File: config.mk
export PLATFORM = sky130hd
export DESIGN_NAME = uart_loader
export DESIGN_NICKNAME = d
export VERILOG_FILES = /design/src/rtl/loader_pkg.sv /design/src/rtl/uart_tx_arb.sv /design/src/rtl/uart_loader.sv
export SDC_FILE = /design/constraint.sdc
export NUM_CORES = 1
export LEC_CHECK = 0
export CAP_MARGIN = 40
export CORE_ASPECT_RATIO = 1.75
export CORE_MARGIN = 3
export CORE_UTILIZATION = 45
export CTS_CLUSTER_SIZE = 28
export DETAILED_ROUTE_END_ITERATION = 10
export GPL_ROUTABILITY_DRIVEN = 0
export PLACE_DENSITY = 0.73
export SLEW_MARGIN = 30
export SYNTH_ARGS = -nofsm -noshare
export SYNTH_HDL_FRONTEND = slang
export SYNTH_HIERARCHICAL = 1
export SYNTH_SLANG_ARGS = --single-unit
export TNS_END_PERCENT = 20
File: constraint.sdc
create_clock -name clk -period 2.6 [get_ports clk]
set_input_delay 0.52 -clock clk [delete_from_list [all_inputs] [get_ports clk]]
set_output_delay 0.52 -clock clk [all_outputs]
set_load 0.1 [all_outputs]
File: src/rtl/loader_pkg.sv
// loader_pkg: shared states, command bytes and widths for uart_loader (CSUM state only with UART_LOADER_CSUM_EN).
package loader_pkg;
  localparam int ADDR_W = 9;
  localparam logic [7:0] CMD_W = 8'h57;
  localparam logic [7:0] CMD_R = 8'h52;
  localparam logic [7:0] CMD_X = 8'h58;
  typedef enum logic [3:0] {
    IDLE, ADRH, ADRL, CNT, DATA,
`ifdef UART_LOADER_CSUM_EN
    CSUM,
`endif
    RDADR, RDWAIT, RDSEND, ACK, RUN
  } state_e;
  typedef enum logic [1:0] {ACK_C_OK, ACK_C_ERR, ACK_C_BAD} ack_e;
endpackage

File: src/rtl/uart_tx_arb.sv
// uart_tx_arb: waits for an idle transmitter, strobes one byte, then holds off while UART busy catches up.
module uart_tx_arb (
  input  logic       clk,
  input  logic       rst,
  input  logic       req,
  input  logic [7:0] data,
  input  logic       is_transmitting,
  output logic [7:0] tx_byte,
  output logic       transmit,
  output logic       sent
);
  logic       transmit_q, transmit_d, dead_q, dead_d;
  logic [7:0] tx_byte_q, tx_byte_d;
  always_comb begin
    sent       = req && !is_transmitting && !transmit_q && !dead_q;
    transmit_d = sent;
    dead_d     = transmit_q;
    tx_byte_d  = sent ? data : tx_byte_q;
  end
  always_ff @(posedge clk) begin
    if (rst) begin
      transmit_q <= 1'b0;
      dead_q     <= 1'b0;
      tx_byte_q  <= 8'h00;
    end else begin
      transmit_q <= transmit_d;
      dead_q     <= dead_d;
      tx_byte_q  <= tx_byte_d;
    end
  end
  assign transmit = transmit_q;
  assign tx_byte  = tx_byte_q;
endmodule

File: src/rtl/uart_loader.sv
// uart_loader: byte-serial W/R/X command parser loading program RAM and starting the CPU.
// Define UART_LOADER_CSUM_EN to require a trailing sum byte on W commands.
module uart_loader
  import loader_pkg::*;
#(
  parameter logic [7:0] ACK_OK  = 8'h2B,
  parameter logic [7:0] ACK_ERR = 8'h3F,
  parameter logic [7:0] ACK_BAD = 8'h21
) (
  input  logic              clk,
  input  logic              rst,
  input  logic [7:0]        rx_byte,
  input  logic              received,
  input  logic              is_transmitting,
  output logic [7:0]        tx_byte,
  output logic              transmit,
  output logic [ADDR_W-1:0] l_waddr,
  output logic [7:0]        dwrite,
  output logic              write_en,
  output logic [ADDR_W-1:0] l_raddr,
  input  logic [7:0]        dread,
  output logic              cpu_start,
  output logic [ADDR_W-1:0] startaddr,
  input  logic              halted,
  output logic              busy
);
  state_e            state_q, state_d;
  ack_e              ack_q, ack_d;
  logic [7:0]        cmd_q, cmd_d, dwrite_q, dwrite_d, tx_data;
  logic [ADDR_W-1:0] addr_q, addr_d, l_waddr_q, l_waddr_d, l_raddr_q, l_raddr_d, startaddr_q, startaddr_d;
  logic [8:0]        cnt_q, cnt_d;
  logic              wait_q, wait_d, write_en_q, write_en_d, cpu_start_q, cpu_start_d, busy_q, busy_d;
  logic              tx_req, tx_sent;
`ifdef UART_LOADER_CSUM_EN
  logic [7:0]        csum_q, csum_d;
`endif
  always_comb begin
    state_d     = state_q;
    ack_d       = ack_q;
    cmd_d       = cmd_q;
    addr_d      = addr_q;
    cnt_d       = cnt_q;
    wait_d      = wait_q;
    l_waddr_d   = l_waddr_q;
    dwrite_d    = dwrite_q;
    write_en_d  = 1'b0;
    l_raddr_d   = l_raddr_q;
    cpu_start_d = 1'b0;
    startaddr_d = startaddr_q;
    busy_d      = busy_q;
`ifdef UART_LOADER_CSUM_EN
    csum_d      = csum_q;
`endif
    tx_req  = state_q == ACK || state_q == RDSEND;
    tx_data = state_q == RDSEND ? dread :
              ack_q == ACK_C_ERR ? ACK_ERR :
              ack_q == ACK_C_BAD ? ACK_BAD : ACK_OK;
    case (state_q)
      IDLE: if (received) begin
        cmd_d   = rx_byte;
        ack_d   = ACK_C_ERR;
        state_d = (rx_byte == CMD_W || rx_byte == CMD_R || rx_byte == CMD_X) ? ADRH : ACK;
      end
      ADRH: if (received) begin
        addr_d  = {rx_byte[0], addr_q[7:0]};
        state_d = ADRL;
      end
      ADRL: if (received) begin
        addr_d = {addr_q[8], rx_byte};
        if (cmd_q == CMD_X) begin
          startaddr_d = {addr_q[8], rx_byte};
          cpu_start_d = 1'b1;
          busy_d      = 1'b1;
          state_d     = RUN;
        end else state_d = CNT;
      end
      CNT: if (received) begin
        cnt_d   = {rx_byte == 8'd0, rx_byte};
        ack_d   = ACK_C_OK;
`ifdef UART_LOADER_CSUM_EN
        csum_d  = 8'd0;
`endif
        state_d = cmd_q == CMD_W ? DATA : RDADR;
      end
      DATA: if (received) begin
        write_en_d = 1'b1;
        l_waddr_d  = addr_q;
        dwrite_d   = rx_byte;
        addr_d     = addr_q + 9'd1;
        cnt_d      = cnt_q - 9'd1;
`ifdef UART_LOADER_CSUM_EN
        csum_d     = csum_q + rx_byte;
        if (cnt_q == 9'd1) state_d = CSUM;
`else
        if (cnt_q == 9'd1) state_d = ACK;
`endif
      end
`ifdef UART_LOADER_CSUM_EN
      CSUM: if (received) begin
        ack_d   = rx_byte == csum_q ? ACK_C_OK : ACK_C_BAD;
        state_d = ACK;
      end
`endif
      RDADR: begin
        l_raddr_d = addr_q;
        wait_d    = 1'b0;
        state_d   = RDWAIT;
      end
      RDWAIT: begin
        wait_d = 1'b1;
        if (wait_q) state_d = RDSEND;
      end
      RDSEND: if (tx_sent) begin
        addr_d  = addr_q + 9'd1;
        cnt_d   = cnt_q - 9'd1;
        state_d = cnt_q == 9'd1 ? ACK : RDADR;
      end
      ACK: if (tx_sent) state_d = IDLE;
      RUN: if (halted) begin
        busy_d  = 1'b0;
        state_d = IDLE;
      end
      default: state_d = IDLE;
    endcase
  end
  always_ff @(posedge clk) begin
    if (rst) begin
      state_q     <= IDLE;
      ack_q       <= ACK_C_OK;
      cmd_q       <= 8'h00;
      addr_q      <= '0;
      cnt_q       <= '0;
      wait_q      <= 1'b0;
      l_waddr_q   <= '0;
      dwrite_q    <= 8'h00;
      write_en_q  <= 1'b0;
      l_raddr_q   <= '0;
      cpu_start_q <= 1'b0;
      startaddr_q <= '0;
      busy_q      <= 1'b0;
`ifdef UART_LOADER_CSUM_EN
      csum_q      <= 8'h00;
`endif
    end else begin
      state_q     <= state_d;
      ack_q       <= ack_d;
      cmd_q       <= cmd_d;
      addr_q      <= addr_d;
      cnt_q       <= cnt_d;
      wait_q      <= wait_d;
      l_waddr_q   <= l_waddr_d;
      dwrite_q    <= dwrite_d;
      write_en_q  <= write_en_d;
      l_raddr_q   <= l_raddr_d;
      cpu_start_q <= cpu_start_d;
      startaddr_q <= startaddr_d;
      busy_q      <= busy_d;
`ifdef UART_LOADER_CSUM_EN
      csum_q      <= csum_d;
`endif
    end
  end
  uart_tx_arb u_tx_arb (
    .clk             (clk),
    .rst             (rst),
    .req             (tx_req),
    .data            (tx_data),
    .is_transmitting (is_transmitting),
    .tx_byte         (tx_byte),
    .transmit        (transmit),
    .sent            (tx_sent)
  );
  assign l_waddr   = l_waddr_q;
  assign dwrite    = dwrite_q;
  assign write_en  = write_en_q;
  assign l_raddr   = l_raddr_q;
  assign cpu_start = cpu_start_q;
  assign startaddr = startaddr_q;
  assign busy      = busy_q;
endmodule

==> impl_metrics.ini, run 1 <==
[status]
run_status = finished, final reports clean

[global_routing]
grt_pass1_wl_mm = 16.70
grt_max_degree = 26
gr-total-overflow = 0
track_usage = 0.2128
antenna_found_initial = 0
grt_pass1_vias = 3421

[placement]
dpl.hpwl_mm = 7.186
portBuffers = 67

[worst_setup_path]
critPathArrivalTime_ns = 2.60
critPathMaxStageDelay_ns = 0.40
crit_type = flip-flop to flip-flop
cpMostUsedCell = nand2_1
path_max_fanout = 9
end_kind = flip-flop
path_cells = nand2_1 > nor2_1 > a31o_2 > nor4b_4 > mux2i_1 > a32oi_1 > nand2_1 > a31oi_1 > a32o_1
startpoint_type = flip-flop
worst_ep_required_time_ns = 2.88
crit_buf_inv = 0
crit_family = compound AO/OA/AOI/OAI gates
crit_slowest_cell = dfxtp_2

[routing]
drt_iter0_drc = 253
via_per_inst = 5.333
wire_per_inst_um = 15.41
vias = 3504
drt_wl_total_mm = 10.13
remaining_drc_errors = 0
ant_nets = 0
first_pass_iters = 4

[final_layout]
drive_above_1_share = 0.1827
diodes = 0
nNetsFinal = 561
final_util = 0.5884
synthToLayoutAreaGrowth_pct = 26.96
num-fill-cells = 736

[sta]
skew_ns = 0.005024
setup_viol_count_final = 0
finalCriticalPeriod_ns = 2.328
rsz0062_at_grt = false
worstMarginPinSlew_ns = 0.6603
min_period_over_period = 0.8955
fmax_mhz = 429.5
hold_violations = 0
tns_ns = 0
drv_slew = 0
slew_headroom = 0.5574

[synthesis]
synth_cells = 467
syn-num-nets = 491
synth-seq-area-share = 0.4157
ys_ff_latch = 80
synth_area_leaders = dfxtp_1 42%, nand2_1 8.0%, mux2i_1 7.5%, a21oi_1 6.1%, nor2_1 4.1%
yosys.cell_types.count = 57
yosysWarningCount = 6
synth_area_mm2 = 0.003852
syn_area_per_cell_um2 = 8.249
synth.top_cell.area_share = 0.4157
synth_ff_type = dfxtp_1
synth-async-reset-ratio = 0
synth.largest_area_cell = dfxtp_1
synth_edf_count = 0
synthTopCellsByCount = 82 x nand2_1, 80 x dfxtp_1, 47 x a21oi_1, 42 x nor2_1, 29 x mux2i_1
yosysMostFrequentCell = nand2_1

[die]
die-area_mm2 = 0.009751
core_area_mm2 = 0.008313
die_width_um = 75.94
rows = 44
start_util = 0.4634
ioPinCount = 68
dieHeight_um = 128.4

[clock_tree]
worstSkewPairLatency_ns = 0.34
hold_buffers = 0
cts_buffer_depth = 2
tritoncts = built
clk_pin_slew_ns = 0.06
h-tree-depth = 3
clkSinkCount = 80
cts_resized = 0
postCtsSetupBuffers = 0
root_buffer = clkbuf_16
cts_buffers = 9

[pwr]
switchingPower_uw = 657.0
swShare = 0.2274
leakage_uw = 0.001943
seqPwrFrac = 0.435
combPwrFrac = 0.086
intPower_uw = 2232
ir_drop_mv = 0.5761
p_clk_frac = 0.479
p_per_area_mw_per_mm2 = 590.6

[min_path]
hold_class = flip-flop to flip-flop

[run]
maxCapViolCount = 0
==> layout make-up <==
| cell class | count | area [µm²] | share of cell area |
|---|---|---|---|
| timing repair buffer | 92 | 735.7 | 0.1504 |
| tap | 115 | 143.9 | 0.02942 |
| clock inverter | 5 | 78.83 | 0.01612 |
| clock buffer | 11 | 252.7 | 0.05168 |
| inverter | 7 | 26.28 | 0.005372 |
| sequential | 80 | 1603 | 0.3277 |
| multi-input combinational | 347 | 2051 | 0.4193 |
==> power by group through the flow <==
stage	Clock (µW)	Sequential (µW)	Combinational, µW
global placement	0	1280	242
CTS	1400	1260	248
global route	1450	1260	264
detailed placement	0	1280	246
floorplan	0	1330	114
finish	1380	1260	247
==> final timing paths <==
| kind | start | endpoint | slack (ns) | cells after the start |
|---|---|---|---|---|
| worst min-delay path | l_raddr[5] | l_raddr[5] | 0.46 | 2 |
| worst max-delay path | state_q[0] | state_q[0] | 0.27 | 9 |
| worst min register to register | l_raddr[5] | l_raddr[5] | 0.46 | 2 |
| worst max register to register | state_q[0] | state_q[0] | 0.27 | 9 |
==> registers in the layout (all words and copies together) (netlist names), 4 cells and up <==
register / count
addr_q: 9
cmd_q: 8
cnt_q: 9
dwrite: 8
l_raddr: 9
l_waddr: 9
startaddr: 9
state_q: 4
u_tx_arb/tx_byte: 8
==> layer usage <==
metal	share of wire	vias to the layer above	global-route usage	routed length (µm)
met1	0.41	1639	0.2440	4114
met2	0.53	100	0.3828	5339
met3	0.050	10	0.05042	511
met4	0.016	0	0.08324	160
met5	0	-	0	0
li1	-	1755	-	-
==> cells in the final DEF, fill, tap and decap left out, drive strengths merged, types with 5 or more instances in the layout <==
master	n
a21o	5
a21oi	48
and2	6
buf	73
clkbuf	11
clkdlybuf4s50	19
dfxtp	80
inv	7
mux2i	29
nand2	82
nand2b	22
nand3	9
nand4	6
nor2	42
nor2b	7
nor3	8
nor3b	5
o21ai	20
or3	6
==> per-stage QoR <==
step                      worst slack [ns]  std cells  total power [µW]  hold slack [ns]  area, µm²
final                               0.2718        657              2889           0.4560       4891
after global placement              0.2005        641              1525           0.4475       4558
after CTS                           0.1654        657              2908           0.4589       4890
after detailed placement            0.1501        641              1530           0.4513       4558
after floorplan                    0.05897        467              1444           0.4329       3852
after global routing               0.07102        657              2975           0.4769       4891
==> cells by family (layout without fill, tap and decap cells) <==
kind of cell	count (synthesis)	in the layout	share of synthesized area
simple gates	208	208	0.2748
xor+xnor	4	4	0.009096
mux	29	29	0.07535
compound gates	103	103	0.1634
buf+inv	40	115	0.05197
flops	80	80	0.4157
fa+ha+maj	3	3	0.009744
==> worst reg2reg max path, delay by kind of cell, from the launching register on <==
| family | cells | cell delay [ns] |
|---|---|---|
| mux | 1 | 0.13 |
| simple gates | 4 | 0.81 |
| flops | 1 | 0.40 |
| compound gates | 4 | 0.91 |
No activity file was read; power rests on OpenSTA's default activity.
==> inputs of run 2 (changes only) <==
--- a/config.mk
+++ b/config.mk
@@ -8,11 +8,12 @@
 export CAP_MARGIN = 40
 export CORE_ASPECT_RATIO = 1.75
 export CORE_MARGIN = 3
-export CORE_UTILIZATION = 45
+export CORE_UTILIZATION = 48
+export CTS_CLUSTER_DIAMETER = 50
 export CTS_CLUSTER_SIZE = 28
 export DETAILED_ROUTE_END_ITERATION = 10
 export GPL_ROUTABILITY_DRIVEN = 0
-export PLACE_DENSITY = 0.73
+export PLACE_DENSITY = 0.77
 export SLEW_MARGIN = 30
 export SYNTH_ARGS = -nofsm -noshare
 export SYNTH_HDL_FRONTEND = slang
==> impl_metrics.ini, run 2 (synthesis gave the netlist of run 1 again) <==
[pwr]
ir_drop_mv = 0.4646
p_per_area_mw_per_mm2 = 545.3
leakage_uw = 0.001915
fin_total_pwr_uw = 2623

[routing]
drt_iter0_drc = 344
drt_wl_total_mm = 10.20
ant_nets = 0
remaining_drc_errors = 0
via_per_inst = 5.648
first_pass_iters = 4
wire_per_inst_um = 16.19
vias = 3558

[worst_setup_path]
crit_slowest_cell = dfxtp_1
worst_ep_required_time_ns = 2.86
path_cells = buf_4 > nor2_1 > a31o_2 > nor4b_4 > buf_4 > mux2i_1 > nand2_1 > nand2_1 > a31oi_1 > mux2i_1
critPathArrivalTime_ns = 2.59
reg2regPathDepth = 10
critPathMaxStageDelay_ns = 0.33
path_max_fanout = 10
r2r_setup_slack_ns = 0.27
crit_type = flip-flop to flip-flop
crit_buf_inv = 2
crit_family = simple AND/OR/NAND/NOR gates
end_kind = flip-flop
startpoint_type = flip-flop
r2r_end = state_q[2]
reg2reg_from = state_q[2]

[clock_tree]
root_buffer = clkbuf_16
clkSinkCount = 80
hold_buffers = 0
worstSkewPairLatency_ns = 0.34
h-tree-depth = 3
clk_pin_slew_ns = 0.06
cts_buffers = 9
cts_buffer_depth = 2
tritoncts = built

[sta]
finalCriticalPeriod_ns = 2.325
rsz0062_at_grt = false
setup_viol_count_final = 0
slew_headroom = 0.5769
worstMarginPinSlew_ns = 0.6312
drv_slew = 0
fmax_mhz = 430.1
skew_ns = 0.005055
min_period_over_period = 0.8943
tns_ns = 0
hold_violations = 0

[final_layout]
nNetsFinal = 562
fin_cells = 630
synthToLayoutAreaGrowth_pct = 24.85
drive_above_1_share = 0.1790
layout_commonest_cell = nand2_1
num-fill-cells = 650
diodes = 0
most-common-layout-cells = 82 x nand2_1, 80 x dfxtp_1, 72 x buf_4

[global_routing]
grt_max_degree = 50
gr-total-overflow = 0
antenna_found_initial = 0
track_usage = 0.2325
grt_pass1_wl_mm = 16.82
grt_pass1_vias = 3443

[run]
maxCapViolCount = 0

[min_path]
hold_class = flip-flop to flip-flop
min_from = dwrite[5]
whs_path_depth = 2
hold_end = dwrite[5]

[placement]
dpl.hpwl_mm = 7.234
portBuffers = 67
placed_cells = 614

[status]
run_status = finished, final reports clean

[die]
core_area_mm2 = 0.007672
rows = 42
start_util = 0.5021
dieHeight_um = 124.5
ioPinCount = 68
die_width_um = 73.72
die-area_mm2 = 0.009179
-- run 2: timing repair --
action,4_1_cts,5_1_grt
setup endpoints to repair,0,2
setup buffers,0,0
resized for setup,0,1
-- run 2: worst reg2reg max path, cell delays in order (launching register included) --
cell	delay (ns)
dfxtp_1	0.33
buf_4	0.16
nor2_1	0.27
a31o_2	0.21
nor4b_4	0.27
buf_4	0.27
mux2i_1	0.09
nand2_1	0.10
nand2_1	0.09
a31oi_1	0.24
mux2i_1	0.22
-- run 2: how the worst max path moves through the flow --
stage                       endpoint             from  depth (start not counted)  slack (ns)
after global placement    state_q[2]  is_transmitting                          8        0.24
after floorplan             cnt_q[4]       state_q[2]                         11        0.06
after global routing      state_q[2]       state_q[0]                          9        0.07
after CTS                 state_q[2]       state_q[0]                         10        0.23
final                     state_q[2]       state_q[2]                         10        0.27
after detailed placement  state_q[2]  is_transmitting                          8        0.16
-- run 2: metal layers --
metal | vias to the layer above | part of all wire | track usage
met5 | - | 0 | 0
met4 | 0 | 0.014 | 0.1099
met3 | 11 | 0.062 | 0.03716
met2 | 117 | 0.53 | 0.3912
met1 | 1667 | 0.39 | 0.2789
li1 | 1763 | - | -
-- run 2: cell type report --
class,count,area (µm²),share of cell area
inverters,7,26.28,0.005463
clock buffers,11,232.7,0.04839
well taps,88,110.1,0.02289
repair buffers,93,763.2,0.1587
flip-flops and latches,80,1602,0.3330
clock inverters,4,22.52,0.004683
multi-input cells,347,2053,0.4269
-- run 2: where the power goes --
part,internal [µW],switching (µW),leakage (µW)
Clock,636,477,0.000125
Sequential,1250,11.0,0.000647
Combinational,99.6,153,0.00114
-- run 2: metrics by stage --
stage	utilization	area, µm²	hold slack (ns)	worst slack, ns
global route	0.6269	4810	0.4865	0.07254
CTS	0.6230	4780	0.4591	0.2271
floorplan	-	3852	0.4329	0.05897
global placement	0.5897	4524	0.4472	0.2350
finish	0.6269	4810	0.4539	0.2749
detailed placement	0.5897	4524	0.4511	0.1627
==> inputs of run 3 (changes only) <==
--- a/config.mk
+++ b/config.mk
@@ -14,6 +14,7 @@
 export DETAILED_ROUTE_END_ITERATION = 10
 export GPL_ROUTABILITY_DRIVEN = 0
 export PLACE_DENSITY = 0.77
+export REMOVE_ABC_BUFFERS = 1
 export SLEW_MARGIN = 30
 export SYNTH_ARGS = -nofsm -noshare
 export SYNTH_HDL_FRONTEND = slang
==> impl_metrics.ini, run 3 (synthesis gave the netlist of run 1 again) <==
[worst_setup_path]
critPathArrivalTime_ns = 2.58
crit_type = flip-flop to flip-flop
startpoint_type = flip-flop
crit_family = simple AND/OR/NAND/NOR gates
end_kind = flip-flop
worst_ep_required_time_ns = 2.86
crit_buf_inv = 0
critPathMaxStageDelay_ns = 0.42
path_max_fanout = 9
crit_slowest_cell = dfxtp_1
path_cells = nand2_1 > nor2_1 > a31o_2 > nor4b_4 > mux2i_1 > a32oi_1 > nand2_1 > a31oi_1 > mux2i_1

[global_routing]
met2_usage = 0.3609
grt_max_degree = 51
grtUsageMet3 = 0.04362
gr-total-overflow = 0
track_usage = 0.2140
busiest_layer = met2
met1_usage = 0.2465
grt_pass1_wl_mm = 15.69
grt_pass1_vias = 3294
antenna_found_initial = 0

[routing]
ant_nets = 0
via_per_inst = 5.589
drt_iter0_drc = 199
remaining_drc_errors = 0
vias = 3510
first_pass_iters = 4
drt_wl_total_mm = 9.562
wire_per_inst_um = 15.23

[sta]
fmax_mhz = 432.5
min_period_over_period = 0.8893
rsz0062_at_grt = false
whs_ns = 0.4571
setup_viol_count_final = 0
worstMarginPinSlew_ns = 0.5916
skew_ns = 0.007347
drv_slew = 0
finalCriticalPeriod_ns = 2.312
slew_headroom = 0.6034
hold_violations = 0

[final_layout]
synthToLayoutAreaGrowth_pct = 25.82
diodes = 0
most-common-layout-cells = 82 x nand2_1, 79 x dfxtp_1, 68 x buf_4
num-fill-cells = 696
seq_area_mm2 = 0.001603
multi_input_area_mm2 = 0.002054
layout_commonest_cell = nand2_1
drive_above_1_share = 0.1815
nNetsFinal = 559
final_area_mm2 = 0.004847

[clock_tree]
clk_pin_slew_ns = 0.06
root_buffer = clkbuf_16
h-tree-depth = 3
tritoncts = built
postCtsSetupBuffers = 0
worstSkewPairLatency_ns = 0.34
clkSinkCount = 80
cts_buffer_depth = 2
cts_buffers = 9
hold_buffers = 0

[placement]
portBuffers = 67
dpl.hpwl_mm = 6.902
place_area_mm2 = 0.004514

[die]
core_area_mm2 = 0.007672
die-area_mm2 = 0.009179
dieHeight_um = 124.5
start_util = 0.5021
die_width_um = 73.72
ioPinCount = 68
rows = 42

[min_path]
hold_class = flip-flop to flip-flop

[pwr]
leakage_uw = 0.001926
ir_drop_mv = 0.4870
p_per_area_mw_per_mm2 = 574.7

[run]
maxCapViolCount = 0

[status]
run_status = finished, final reports clean
-- run 3: tightest hold or removal path: cells and delay by family, from the launching register on --
kind	cells	cell delay, ns
simple gates	1	0.05
flops	1	0.31
compound gates	1	0.05
-- run 3: final timing paths --
kind	startpoint	endpoint	depth (start not counted)	slack [ns]
worst min register to register	l_waddr[8]	l_waddr[8]	2	0.46
worst max register to register	state_q[0]	state_q[2]	9	0.29
worst max-delay path	state_q[0]	state_q[2]	9	0.29
worst min-delay path	l_waddr[8]	l_waddr[8]	2	0.46
-- run 3: what timing repair did --
| item | in CTS | in global routing |
|---|---|---|
| gates resized for setup | 0 | 2 |
| endpoints found under the hold margin | 0 | 0 |
| setup endpoints to repair | 0 | 5 |
-- run 3: per-stage QoR --
step / power [µW] / utilization / TNS, ns / cells / worst slack, ns
finish: 2786 / 0.6318 / 0 / 628 / 0.2879
global route: 2875 / 0.6318 / 0 / 628 / 0.1009
floorplan: 1413 / - / -4.925 / 434 / -0.4298
detailed placement: 1523 / 0.5884 / 0 / 611 / 0.1189
CTS: 2804 / 0.6285 / 0 / 627 / 0.1405
global placement: 1520 / 0.5884 / 0 / 611 / 0.2042
-- run 3: power breakdown --
group          switching, µW  total, µW  internal (µW)
Sequential              10.9       1260           1250
Clock                    493       1280            792
Combinational            149        245           96.1
-- run 3: final cells by class --
| cell class | instances | share of cell area |
|---|---|---|
| Clock inverter | 5 | 0.01136 |
| Clock buffer | 11 | 0.05214 |
| Timing Repair Buffer | 90 | 0.1538 |
| Sequential cell | 80 | 0.3307 |
| Inverter | 7 | 0.005421 |
| Multi-Input combinational cell | 347 | 0.4239 |
| Tap cell | 88 | 0.02272 |
-- run 3: layer usage --
| layer | vias to the layer above | share of wire |
|---|---|---|
| met1 | 1645 | 0.40 |
| met2 | 87 | 0.53 |
| met5 | - | 0 |
| met3 | 25 | 0.041 |
| met4 | 0 | 0.031 |
| li1 | 1753 | - |
